File: config.mk
export PLATFORM = sky130hd
export DESIGN_NAME = if_fetch
export DESIGN_NICKNAME = d
export VERILOG_FILES = /design/src/rtl/cpu_pkg.sv /design/src/rtl/fetch_redirect_buf.sv /design/src/rtl/if_fetch.sv
export SDC_FILE = /design/constraint.sdc
export NUM_CORES = 1
export LEC_CHECK = 0
export CORE_MARGIN = 4
export CORE_UTILIZATION = 44
export DETAILED_ROUTE_END_ITERATION = 16
export GPL_TIMING_DRIVEN = 0
export PLACE_DENSITY = 0.94
export SLEW_MARGIN = 0
export SYNTH_ARGS = -nofsm -noshare
export SYNTH_HDL_FRONTEND = slang
export SYNTH_HIERARCHICAL = 1
export SYNTH_SLANG_ARGS = --single-unit
File: constraint.sdc
create_clock -name clk -period 2.85 [get_ports clk]
set_clock_uncertainty 0.1 [all_clocks]
set_input_delay 0.4275 -clock clk [delete_from_list [all_inputs] [get_ports clk]]
set_output_delay 0.4275 -clock clk [all_outputs]
set_load 0.02 [all_outputs]
File: src/rtl/cpu_pkg.sv
// ---------------------------------------------------------------------------
// cpu_pkg: shared CPU constants and small helpers.
//   XLEN             data/address width (32)
//   DEFAULT_RESET_PC PC loaded on reset
//   DEFAULT_PC_STEP  sequential fetch increment in bytes
//   NOP_INSN         canonical NOP encoding
//   rb_state_e       states of the pending-redirect buffer
//   align_pc()       forces a target address onto a word boundary
// ---------------------------------------------------------------------------
package cpu_pkg;
    localparam int              XLEN             = 32;
    localparam logic [XLEN-1:0] DEFAULT_RESET_PC = 32'h0000_0000;
    localparam int              DEFAULT_PC_STEP  = 4;
    localparam logic [XLEN-1:0] NOP_INSN         = 32'h0000_0000;

    typedef enum logic {
        RB_IDLE = 1'b0,
        RB_PEND = 1'b1
    } rb_state_e;

    function automatic logic [XLEN-1:0] align_pc(input logic [XLEN-1:0] addr);
        return {addr[XLEN-1:2], 2'b00};
    endfunction
endpackage

File: src/rtl/fetch_redirect_buf.sv
// ---------------------------------------------------------------------------
// fetch_redirect_buf: one-entry buffer that remembers a redirect which
// arrived while fetch was paused, so it can be applied once pause drops.
// Ports:
//   clk, rst          clock, async active-high reset
//   pause             fetch stall
//   redirect          taken branch / jump request
//   redirect_pc       redirect target (aligned here before storing)
//   pend_valid        a redirect is buffered (also the FSM state: 1 = PEND)
//   pend_pc           buffered, aligned target
// ---------------------------------------------------------------------------
module fetch_redirect_buf
    import cpu_pkg::*;
(
    input  logic            clk,
    input  logic            rst,
    input  logic            pause,
    input  logic            redirect,
    input  logic [XLEN-1:0] redirect_pc,
    output logic            pend_valid,
    output logic [XLEN-1:0] pend_pc
);
    rb_state_e       r_state;
    logic [XLEN-1:0] r_pend_pc;
    rb_state_e       w_state_nxt;
    logic [XLEN-1:0] w_pend_pc_nxt;

    always_ff @(posedge clk or posedge rst) begin
        if (rst) begin
            r_state   <= RB_IDLE;
            r_pend_pc <= '0;
        end else begin
            r_state   <= w_state_nxt;
            r_pend_pc <= w_pend_pc_nxt;
        end
    end

    always_comb begin
        w_state_nxt   = r_state;
        w_pend_pc_nxt = r_pend_pc;
        case (r_state)
            RB_IDLE: begin
                if (pause && redirect) begin
                    w_state_nxt   = RB_PEND;
                    w_pend_pc_nxt = align_pc(redirect_pc);
                end
            end
            RB_PEND: begin
                if (pause) begin
                    // Newest redirect wins while still stalled.
                    if (redirect) w_pend_pc_nxt = align_pc(redirect_pc);
                end else begin
                    // The top consumes the entry on this edge.
                    w_state_nxt = RB_IDLE;
                end
            end
            default: w_state_nxt = RB_IDLE;
        endcase
    end

    assign pend_valid = (r_state == RB_PEND);
    assign pend_pc    = r_pend_pc;
endmodule

File: src/rtl/if_fetch.sv
// ---------------------------------------------------------------------------
// if_fetch: instruction-fetch stage. Holds the PC, presents it to a
// combinational instruction memory and forwards pc+PC_STEP and the fetched
// word to the IF/ID register. Redirects arriving under pause are held in
// fetch_redirect_buf and applied when pause drops.
// Ports:
//   clk, rst      clock, async active-high reset
//   pause         hazard-unit stall (also stalls IF/ID)
//   redirect      taken branch / jump; redirect_pc is its target
//   imem_addr     instruction memory address (= pc)
//   imem_rdata    combinational instruction memory data
//   p_out, i_out  pc+PC_STEP and fetched instruction for IF/ID
//   flush         clears IF/ID; never asserted under pause or reset
//   pc            current fetch PC
//   fetch_cnt     fetch counter, only when FETCH_PERF_CNT_EN is defined
// Handshake: no valid/ready; pause is a level stall sampled every edge.
// ---------------------------------------------------------------------------
module if_fetch
    import cpu_pkg::*;
#(
    parameter logic [XLEN-1:0] RESET_PC = DEFAULT_RESET_PC,
    parameter int              PC_STEP  = DEFAULT_PC_STEP
) (
    input  logic            clk,
    input  logic            rst,
    input  logic            pause,
    input  logic            redirect,
    input  logic [XLEN-1:0] redirect_pc,
    output logic [XLEN-1:0] imem_addr,
    input  logic [XLEN-1:0] imem_rdata,
    output logic [XLEN-1:0] p_out,
    output logic [XLEN-1:0] i_out,
    output logic            flush,
    output logic [XLEN-1:0] pc
`ifdef FETCH_PERF_CNT_EN
    ,
    output logic [31:0]     fetch_cnt
`endif
);
    logic [XLEN-1:0] r_pc;
    logic [XLEN-1:0] w_pc_nxt;
    logic [XLEN-1:0] w_pc_seq;
    logic            w_pend_valid;
    logic [XLEN-1:0] w_pend_pc;

    fetch_redirect_buf u_rbuf (
        .clk         (clk),
        .rst         (rst),
        .pause       (pause),
        .redirect    (redirect),
        .redirect_pc (redirect_pc),
        .pend_valid  (w_pend_valid),
        .pend_pc     (w_pend_pc)
    );

    // Wraps modulo 2^32 naturally.
    assign w_pc_seq = r_pc + XLEN'(PC_STEP);

    always_comb begin
        w_pc_nxt = r_pc;
        if (!pause) begin
            // A live redirect beats a buffered one: it is newer.
            if (redirect)          w_pc_nxt = align_pc(redirect_pc);
            else if (w_pend_valid) w_pc_nxt = w_pend_pc;
            else                   w_pc_nxt = w_pc_seq;
        end
    end

    always_ff @(posedge clk or posedge rst) begin
        if (rst) r_pc <= RESET_PC;
        else     r_pc <= w_pc_nxt;
    end

    assign pc        = r_pc;
    assign imem_addr = r_pc;
    assign p_out     = w_pc_seq;
    assign i_out     = imem_rdata;
    // Gated by rst so a redirect seen during reset cannot clear IF/ID.
    assign flush     = (redirect | w_pend_valid) & ~pause & ~rst;

`ifdef FETCH_PERF_CNT_EN
    logic [31:0] r_fetch_cnt;

    always_ff @(posedge clk or posedge rst) begin
        if (rst) begin
            r_fetch_cnt <= '0;
        end else if (!pause && !flush && (r_fetch_cnt != 32'hFFFF_FFFF)) begin
            r_fetch_cnt <= r_fetch_cnt + 32'd1;
        end
    end

    assign fetch_cnt = r_fetch_cnt;
`endif
endmodule

== Word level (Yosys, flattened, before mapping) ==
Cells that the tools add are included.

* Register bits: 65

* Add/sub/neg operators: 1
* Eq/ne operators: 3
* Muxes and demuxes: 9
* Bitwise operators: 6
* Reductions and logical operators: 2

{| class="wikitable"
|+ Operator list
! cell !! count
|-
| $mux W32 || 5
|-
| $pmux W32 S2 || 1
|-
| $add A32 B3 Y32 const B || 1
|-
| $ne A2 B2 Y1 const B || 2
|-
| $not A1 Y1 || 3
|-
| $reduce_and A3 Y1 || 1
|-
| $and A1 B1 Y1 || 2
|-
| $mux W1 || 2
|-
| $ne A2 B1 Y1 const B || 1
|-
| $pmux W1 S2 || 1
|-
| $logic_and A1 B1 Y1 || 1
|-
| $or A1 B1 Y1 || 1
|}

== Logic depth before layout (Yosys ltp) ==
* Depth after elaboration: 3
* Gate-level depth with buffers: 7

== Modules after synthesis ==
Netlist, hierarchy kept.

{| class="wikitable"
|+ Modules (own cells, without submodules)
! module !! times used !! cells each !! area an instance (µm²)
|-
| if_fetch || 1 || 421 || 3301.9
|-
| fetch_redirect_buf || 1 || 70 || 1296.2
|}

== Worst setup path after synthesis ==
OpenSTA, ideal clock, no wires.

* Path type: register -> output
* Start: register r_pc[20] (netlist: imem_addr[20])
* End: output port p_out[25]
* Arrival time: 2023 ps
* Setup slack: 300 ps
* Stages on the path, launching flop included: 7
* Buffers on the path: 2
* Cell sequence: dfrtp_1 buf_2 nand3_2 or3_1 buf_2 or4_1 xnor2_1

* Longest elaborated chain between the ends: 1

{| class="wikitable"
|+ Ends and longest elaborated chain
! element !! line !! source
|-
| start, declared || if_fetch.sv:40 || <nowiki>logic [XLEN-1:0] r_pc;</nowiki>
|-
| start signal, assigned || if_fetch.sv:71 || <nowiki>else r_pc <= w_pc_nxt;</nowiki>
|-
| $add A32 B3 Y32 || if_fetch.sv:57 || <nowiki>assign w_pc_seq = r_pc + XLEN'(PC_STEP);</nowiki>
|-
| end, declared || if_fetch.sv:31 || <nowiki>output logic [XLEN-1:0] p_out,</nowiki>
|}

Every way passes these cells.

== Worst setup path in the final report ==
* Start: register r_pc[5] (netlist: imem_addr[5])
* End: output port p_out[15]

The elaborated chain is that of the path after synthesis.

==> results.yml <==
cells_and_area:
  syn2layout_area_growth_pct: 50.2
  final_util_pct: 67.5
  fin_nets: 747
  drive_gt1_share_pct: 30.3
  instances_no_fill: 819
  antenna_cells: 0
yosys:
  yosys.area_share.simple_pct: 16.9
  synth-compound-area-share_pct: 16.4
  synth_xor_area_share_pct: 5.14
  ys_ff_latch: 63
  synth_top_area_cell: "dfrtp_1"
  synth-async-reset-ratio_pct: 100
  yosys_warnings: 6
  synthTopCellsByArea: "dfrtp_1 34%, buf_4 11%, mux2_4 9.8%, xnor2_1 2.9%, o21ai_0 2.8%"
  syn_inst: 491
  synthMuxAreaShare_pct: 10.7
  syn_avg_cell_area_um2: 9.36
  synth_edf_count: 0
  synth_seq_area_share_pct: 34.3
  yosys.area_share.adder_pct: 0.272
  synth_cell_types: 59
  yosysTopAreaCellShare_pct: 34.3
  synth_top_family_by_area: "simple AND/OR/NAND/NOR gates"
  netlist_area_mm2: 0.00460
  synthFlopType: "dfrtp_1"
critical_path:
  cp-start-kind: "flip-flop"
  rr_worst_depth: 6
  crit_required_ns: 2.32
  cp_max_fo: 7
  cp-end-kind: "output port"
  r2r_start: "u_rbuf/pend_valid"
  worstReg2RegEnd: "imem_addr[29]"
  critPathKind: "reg -> out"
  ff2ff_setup_slack_ns: 0.52
  critPathArrivalTime_ns: 2.28
drt:
  antenna_left: 0
  drt_iter0_markers: 563
  wl_per_cell_um: 19.7
  first_pass_iters: 8
  routed_wl_mm: 16.2
  via_count: 4804
  drc: 0
  vias_per_cell: 5.87
power:
  power_mw: 3.76
  powerDensity_mw_per_mm2: 545
  peakVddDrop_uv: 263
  leakage_nw: 3.11
global_routing:
  grt_pass1_wl_mm: 24.4
  grt_usage_pct: 26.0
  grt_pass1_vias: 4710
  antenna_found_initial: 0
  grt_start_max_net_pins: 33
  grt_overflow: 0
placement:
  dpl.hpwl_mm: 10.9
  place.port_buffers: 162
  place_inst: 790
  routabilityCongestion: 0.887
  place_ws_ns: -0.865
worst_hold_path:
  whs_path_depth: 1
  holdCritStartpoint: "u_rbuf/pend_pc[19]"
  hold-path-endpoint: "u_rbuf/pend_pc[19]"
  hp-class: "reg -> reg"
status:
  status: "completed"
floorplan:
  dieArea_mm2: 0.0121
  start_util_pct: 44.9
  io_pins: 197
  fp.dieW_um: 110
  die_y_um: 110
  std_cell_rows: 37
  coreArea_mm2: 0.0102
clocking:
  ctsHtreeMaxLevel: 3
  cts_sinks: 63
  cts-root-buf: "clkbuf_8"
  clockBufferDepth: 2
  clk_latency_ns: 0.34
  numCtsBuffers: 9
  cts.clk_slew.worst_paths_ns: 0.07
  tritoncts: "built"
flow_run:
  cap_viol_max_count: 0
timing:
  slew_headroom_pct: 47.3
  finalSetupViolCount: 0
  min_period_ns: 2.81
  drv_slew: 0
  worst_slack_ns: 0.0426
  tns_ns: 0
  fin_crit_sh_pct: 98.5
  hold_violations: 0
  worst_slew_pin_slew_ns: 0.789
  fmax_ghz: 0.356
registers in the layout (all words and copies together) (netlist names):
register / flops
u_rbuf/pend_pc: 30
u_rbuf/pend_valid: 1
imem_addr: 32
report_power, final:
part,internal (mW),switching (mW)
clock,0.540,0.358
combinational,0.845,0.811
sequential,1.04,0.174
stage by stage:
step	hold WS [ns]	cell area [µm²]
2_1_floorplan	0.373	4600
5_1_grt	0.416	6910
3_5_place_dp	0.394	6390
6_report	0.410	6910
3_3_place_gp	0.386	6390
4_1_cts	0.415	6770
cell usage after synthesis, drive strengths merged, types with 8 or more instances:
cell / count
a21oi: 17
mux2: 30
dfrtp: 63
a22oi: 13
clkbuf: 24
xor2: 12
nand3: 12
nand2: 34
nor3: 18
nand4: 10
buf: 83
and3: 8
xnor2: 15
nor2: 13
and4: 9
inv: 12
o21ai: 26
timing repair:
action | in CTS | in global routing
pin swaps | 3 | 3
setup buffers | 5 | 10
setup endpoints to repair | 24 | 29
resized for setup | 93 | 41
hold buffers | 0 | 0
placed cells by master, fill, tap and decap left out, types with 4 or more instances in the layout:
cell	synthesis	final
clkdlybuf4s50_1	0	138
buf_4	69	89
dfrtp_1	63	50
nand2_1	33	31
mux2_4	30	30
o21ai_0	26	26
clkbuf_1	23	17
a21oi_1	17	17
xnor2_1	15	15
nor3_1	18	14
a22oi_1	13	13
dfrtp_2	0	13
nor2_1	13	12
xor2_1	12	12
clkbuf_8	0	11
inv_1	12	10
nand3_1	11	10
dlygate4sd2_1	0	9
buf_2	9	8
nand4_1	8	8
clkbuf_2	1	7
buf_6	4	6
nor2b_1	6	6
a211o_1	6	6
or3_1	6	6
and3_1	8	5
a311o_1	5	5
and2_1	6	5
a222oi_1	4	4
and4_1	9	4
mux2i_1	4	4
worst max-delay path, cell delays in order, from the launching register on:
cell	delay (ns)
dfrtp_1	0.38
clkbuf_2	0.22
and4_2	0.32
and3_1	0.29
and3_1	0.20
xnor2_1	0.15
dlygate4sd2_1	0.38
kinds of logic (layout without fill, tap and decap cells):
| kind of cell | after synthesis | in the layout |
|---|---|---|
| simple gates | 139 | 139 |
| buf+inv | 119 | 310 |
| compound gates | 107 | 107 |
| flops | 63 | 63 |
| mux | 34 | 34 |
| xor+xnor | 27 | 27 |
| fa+ha+maj | 1 | 1 |
| other cells | 1 | 2 |
area by class of cell:
| type | count | area [µm²] |
|---|---|---|
| repair buffers | 177 | 1690 |
| multi-input cells | 310 | 2440 |
| well taps | 136 | 170 |
| plain buffers | 105 | 741 |
| fillers | 746 | 3330 |
| clock inverters | 3 | 65.1 |
| flip-flops and latches | 63 | 1590 |
| inverters | 12 | 45.0 |
| clock buffers | 13 | 159 |
per-layer routing:
layer,global-route usage [%],part of all wire (%),vias to the layer above
li1,-,-,2078
met1,33.5,37,2258
met5,0,0,-
met4,10.9,4.5,0
met3,6.41,12,89
met2,41.7,46,379
worst max path at each step:
| stage | startpoint | end | slack [ns] | cells after the start |
|---|---|---|---|---|
| global placement | pause | flush | -0.86 | 6 |
| global route | redirect | flush | -0.02 | 6 |
| floorplan | imem_addr[20] | p_out[25] | 0.30 | 6 |
| finish | imem_addr[5] | p_out[15] | 0.04 | 6 |
| CTS | imem_addr[18] | p_out[22] | 0.004 | 7 |
| detailed placement | pause | flush | -0.86 | 6 |
No activity file was read; power rests on OpenSTA's default activity.
